### src/rtl/pmem_responder.sv
// pmem_responder: fixed-latency 128-bit line memory responder with protocol-error detection.
module pmem_responder #(
  parameter int LATENCY   = 4,
  parameter int LOG_LINES = 5
) (
  input  logic         clk,
  input  logic         reset,
  input  logic         pmem_read,
  input  logic         pmem_write,
  input  logic [15:0]  pmem_address,
  input  logic [127:0] pmem_wdata,
  output logic         pmem_resp,
  output logic [127:0] pmem_rdata,
  output logic         busy,
  output logic         proto_err
);
  typedef enum logic [1:0] {IDLE, BUSY, RESP} state_t;
  state_t state, state_n;
  logic [3:0] cnt;
  logic op_write;
  logic [LOG_LINES-1:0] idx;
  logic [127:0] wdata;
  logic [127:0] mem [2**LOG_LINES] = '{default: '0};
  logic req, accept, abort, fire;
  logic unused_addr;
  assign unused_addr = ^{pmem_address[15:LOG_LINES+4], pmem_address[3:0]};
  assign req    = pmem_read | pmem_write;
  assign accept = state == IDLE && req;
  assign abort  = state == BUSY && !req;
  assign fire   = state == BUSY && req && cnt == '0;
  assign busy   = state != IDLE;
  always_comb begin
    state_n = state;
    state_n = state == IDLE ? (req ? BUSY : IDLE) :
              state == BUSY ? (!req ? IDLE : (cnt == '0 ? RESP : BUSY)) : IDLE;
  end
  always_ff @(posedge clk) begin
    if (reset) state <= IDLE;
    else state <= state_n;
  end
  always_ff @(posedge clk) begin
    if (reset) begin
      cnt        <= '0;
      pmem_resp  <= 1'b0;
      pmem_rdata <= '0;
      proto_err  <= 1'b0;
    end else begin
      pmem_resp <= fire;
      if (accept) cnt <= 4'(LATENCY - 1);
      else if (state == BUSY && req && cnt != '0) cnt <= cnt - 4'd1;
      if (fire && !op_write) pmem_rdata <= mem[idx];
      if ((accept && pmem_read && pmem_write) || abort) proto_err <= 1'b1;
    end
  end
  // Request fields are captured once at acceptance; later input changes are ignored.
  always_ff @(posedge clk) begin
    if (!reset && accept) begin
      op_write <= pmem_write;
      idx      <= pmem_address[LOG_LINES+3:4];
      wdata    <= pmem_wdata;
    end
  end
  always_ff @(posedge clk) begin
    if (!reset && fire && op_write) mem[idx] <= wdata;
  end
endmodule

### config.mk
export PLATFORM = sky130hd
export DESIGN_NAME = pmem_responder
export DESIGN_NICKNAME = d
export VERILOG_FILES = /design/src/rtl/pmem_responder.sv
export SDC_FILE = /design/constraint.sdc
export NUM_CORES = 2
export LEC_CHECK = 0
export BUFFER_PORTS_ARGS = -buffer_cell sky130_fd_sc_hd__buf_4
export CAP_MARGIN = 15
export CORE_MARGIN = 8
export CORE_UTILIZATION = 40
export CTS_BUF_LIST = sky130_fd_sc_hd__clkbuf_4 sky130_fd_sc_hd__clkbuf_8 sky130_fd_sc_hd__clkbuf_16
export DETAILED_ROUTE_END_ITERATION = 10
export HOLD_SLACK_MARGIN = 0.06
export PLACE_DENSITY_LB_ADDON = 0.2
export SLEW_MARGIN = 15
export SYNTH_ARGS = -nofsm -noshare
export SYNTH_HDL_FRONTEND = slang
export SYNTH_SLANG_ARGS = --single-unit
### constraint.sdc
create_clock -name clk -period 11.9 [get_ports clk]
set_input_delay 1.785 -clock clk [delete_from_list [all_inputs] [get_ports clk]]
set_output_delay 1.785 -clock clk [all_outputs]
set_load 0.05 [all_outputs]
==> reports/qor.log <==
qor: power_and_ir_drop.power_density 173.7 nW/µm²
qor: setup_path.crit_path_max_incr_delay 920 ps
qor: logic_synthesis.synth_edf_count 4,230
qor: drt.post_drt_via_cell_ratio 5.796
qor: drt.routed_wl 467.0 mm
qor: logic_synthesis.synth_compound_gate_area_share 0.04534
qor: grt.antenna_found_initial 20
qor: cts.clock_path_buffers 4
qor: cts.cts.root.buffer_cell clkbuf_16
qor: setup_path.worst_path_required 12,710 ps
qor: outcome.outcome completed
qor: cts.htree_levels 5
qor: finish.area.growth.synth_to_final 14.30%
qor: drt.route.vias.total 83,350
qor: setup_path.crit_fanout 128
qor: finish.multi_input_area 31,600 µm²
qor: logic_synthesis.synth-seq-area-share 0.7942
qor: floorplanning.die_height 655.1 µm
qor: drt.detail_route.iter0.violations 9,113
qor: placed_design.detailedPlacementHpwl 233.9 mm
qor: grt.grt_start_max_net_pins 133
qor: logic_synthesis.synth-async-reset-ratio 0
qor: logic_synthesis.synthFlopType edfxtp_1
qor: setup_path.path_cells buf_4 -> buf_12 -> buf_4 -> buf_12 -> buf_4 -> mux2i_1 -> o22ai_1 -> nor3_1 -> a311oi_1
qor: hold_path.min_path_type reg2reg
qor: logic_synthesis.synth-adder-area-share 0.00007659
qor: sta.totalNegativeSetupSlack 0 ps
qor: power_and_ir_drop.power.ir.vdd_worst 144.4 µV
qor: setup_path.end_kind flop
qor: sta.finalHoldWorstSlack 474.7 ps
qor: floorplanning.floorplan.initialDensity 0.4020
qor: sta.timing_hold_violations_final 0
qor: setup_path.criticalPathCategory reg2reg
qor: power_and_ir_drop.leakage 0.06201 µW
qor: logic_synthesis.yosysUniqueCellTypes 50
qor: logic_synthesis.main_combinational_cell_family_by_area_after_synthesis multiplexers
qor: sta.timing.final.crit_share 0.4624
qor: floorplanning.fp.dieW 655.1 µm
qor: cts.clock_latency 1000 ps
qor: sta.timing_worst_slew_pin_value 1219 ps
qor: logic_synthesis.synth.top_cells.by_area edfxtp_1 78%, mux2i_1 9.1%, mux4_2 3.9%
qor: hold_path.worstHoldPathCells 2
qor: grt.global_route_overflow 0
qor: logic_synthesis.synth_simple_gate_area_share 0.01520
qor: grt.grt_first_pass_wirelength 646.8 mm
qor: sta.final_slew_viol_count 0
qor: cts.post_cts_hold_buffer_count 0
qor: drt.route.detailed.wl_per_inst 32.47 µm
qor: finish.post_route_cells_drive_above_1_share 0.1765
qor: logic_synthesis.yosysWarnings 0
qor: cts.cts_resized 0
qor: cts.clock_sinks 4,366
qor: cts.clk_transition_reported_paths 60 ps
qor: setup_path.timing.critical_path.from_type flop
qor: grt.vias_in_the_first_global_route 83,390
qor: logic_synthesis.synth.cell_area 163,400 µm²
qor: grt.grt.total_usage 0.2109
qor: finish.final-seq-area 129,700 µm²
qor: setup_path.worstPathArrival 6320 ps
qor: placed_design.buffer_ports.inserted 267
qor: logic_synthesis.netlist.top_cell.by_area edfxtp_1
qor: sta.unrepaired_setup_endpoints_after_global_routing false
qor: drt.remaining_drc_errors 0
qor: floorplanning.placement_rows 234
qor: placed_design.place_congestion 0.7408
qor: sta.timing.slew.headroom 0.1876
qor: cts.tritoncts built
qor: finish.finish.net_count 8,711
qor: logic_synthesis.syn_nets 8,280
qor: floorplanning.boundaryPins 279
qor: logic_synthesis.avgSynthCellArea 20.09 µm²
qor: cts.post_cts_setup_repair_buffer_count 0
qor: setup_path.worstRegToRegCells 9
qor: sta.timing.fmax 0.1817 GHz
qor: floorplanning.core-area 406,400 µm²
qor: logic_synthesis.synth-xor-area-share 0.0001072
qor: sta.setup_violations 0
qor: cts.tritoncts.num_buffers 445
qor: logic_synthesis.yosysTopAreaCellShare 0.7776
qor: logic_synthesis.ys_seq_elements 4,366
qor: logic_synthesis.syn-instance-count 8,131
qor: job.drv.max_cap_violation_count 0
qor: drt.route.antenna.remaining_nets 0
qor: logic_synthesis.synth_mux_area_frac 0.1303
qor: setup_path.cpMostUsedCell buf_4
qor: sta.finalCriticalPeriod 5503 ps
qor: sta.finClkSkew 39.15 ps
qor: drt.dr.pass1.iters 5
qor: floorplanning.die-area 429,100 µm²
qor: finish.layout.filler_cells 34,140
qor: setup_path.worst_path_max_delay_cell buf_4
-- stage by stage --
step / power [µW] / setup slack (ps) / cells / instance area [µm²] / utilization
after global placement: 18910 / 5669 / 13540 / 172000 / 0.4233
after detailed placement: 18940 / 5679 / 13540 / 172000 / 0.4233
final: 32440 / 6397 / 14380 / 186700 / 0.4595
after CTS: 32670 / 6430 / 14380 / 186700 / 0.4593
after floorplan: 18330 / 3094 / 8131 / 163400 / -
after global routing: 33330 / 6081 / 14380 / 186700 / 0.4595
-- cell families after synthesis --
kind of cell               after synthesis
adders and majority gates                1
and+or+nand+nor                        458
AOI/OAI and AO/OA                     1045
muxes                                 1771
DFF                                   4366
xor gates and xnor gates                 2
buffers and inverters                  488
-- layout by cell type, fill, tap and decap left out, types with 5 or more instances in the layout --
cell / instances
edfxtp_1: 4230
mux2i_1: 1484
o22ai_1: 525
clkbuf_16: 448
buf_4: 434
mux4_2: 284
a22oi_1: 189
dfxtp_1: 136
nor2_1: 135
clkbuf_4: 131
a311oi_1: 126
a221oi_1: 123
or4_1: 98
nand3_1: 90
clkinv_1: 74
clkinv_2: 68
clkbuf_8: 50
nor2_4: 38
o21ai_1: 33
buf_12: 30
nor3_1: 24
bufinv_16: 21
a21oi_1: 18
a2111oi_0: 18
inv_6: 16
nor4_1: 14
clkinvlp_4: 12
nand2_1: 10
nand2b_1: 6
nand4b_1: 6
clkinv_4: 6
buf_8: 5
-- final timing paths --
path | from | endpoint | slack, ps
setup / recovery | idx[1] | pmem_rdata[57] | 6400
hold / removal | proto_err | proto_err | 470
setup reg to reg | idx[1] | pmem_rdata[57] | 6400
hold reg to reg | proto_err | proto_err | 470
-- flip-flops by register name, indices dropped and copies added (netlist names) --
register,cells
mem,4096
pmem_rdata,128
wdata,128
idx,5
cnt,4
state,2
op_write,1
pmem_resp,1
proto_err,1
-- critical path, delay by kind of cell, from the launching register on --
family / cells / cell delay [ps]
AO/OA/AOI/OAI: 2 / 310
buffers and inverters: 5 / 3510
flip-flops: 1 / 350
multiplexers: 1 / 270
AND/OR/NAND/NOR: 1 / 570
-- Yosys cell counts (2+ instances only) --
library cell	instances
edfxtp_1	4230
mux2i_1	1484
o22ai_1	525
mux4_2	284
buf_2	191
a22oi_1	189
clkbuf_1	184
nor2_1	173
dfxtp_1	136
a311oi_1	126
a221oi_1	123
or4_1	99
nand3_1	90
buf_4	68
o21ai_1	33
buf_1	32
nor3_1	24
a2111oi_0	18
a21oi_1	18
nor4_1	14
buf_6	11
nand2_1	10
nand2b_1	6
nand4b_1	6
nor2b_1	6
nand4bb_1	5
a211oi_1	4
or2_2	4
or4b_1	4
a311o_1	3
and2_1	3
mux2_2	3
and3_1	2
inv_1	2
nand3b_1	2
nand4_1	2
o221ai_1	2
or3_1	2
xnor2_1	2
-- metal layers --
| layer | global-route usage | vias up | part of all wire |
|---|---|---|---|
| li1 | - | 34760 | - |
| met1 | 0.2880 | 44980 | 0.42 |
| met2 | 0.3593 | 3040 | 0.49 |
| met3 | 0.03350 | 576 | 0.069 |
| met4 | 0.04286 | 6 | 0.021 |
| met5 | 0 | - | 0.000075 |
-- where the power goes --
group | switching [µW] | total, µW | internal, µW
Combinational | 864 | 1360 | 497
Sequential | 265 | 17200 | 17000
Clock | 5840 | 13800 | 8000
Total | 6970 | 32400 | 25500
-- final cells by class --
class | instances | area share
Clock buffer | 628 | 0.06892
Clock inverter | 208 | 0.009395
Antenna cell | 2 | 0.00002680
Tap cell | 5428 | 0.03637
Timing Repair Buffer | 470 | 0.02114
Multi-Input combinational cell | 3277 | 0.1693
Sequential cell | 4366 | 0.6949
Inverter | 2 | 0.00004021
No activity file was read; power rests on OpenSTA's default activity.
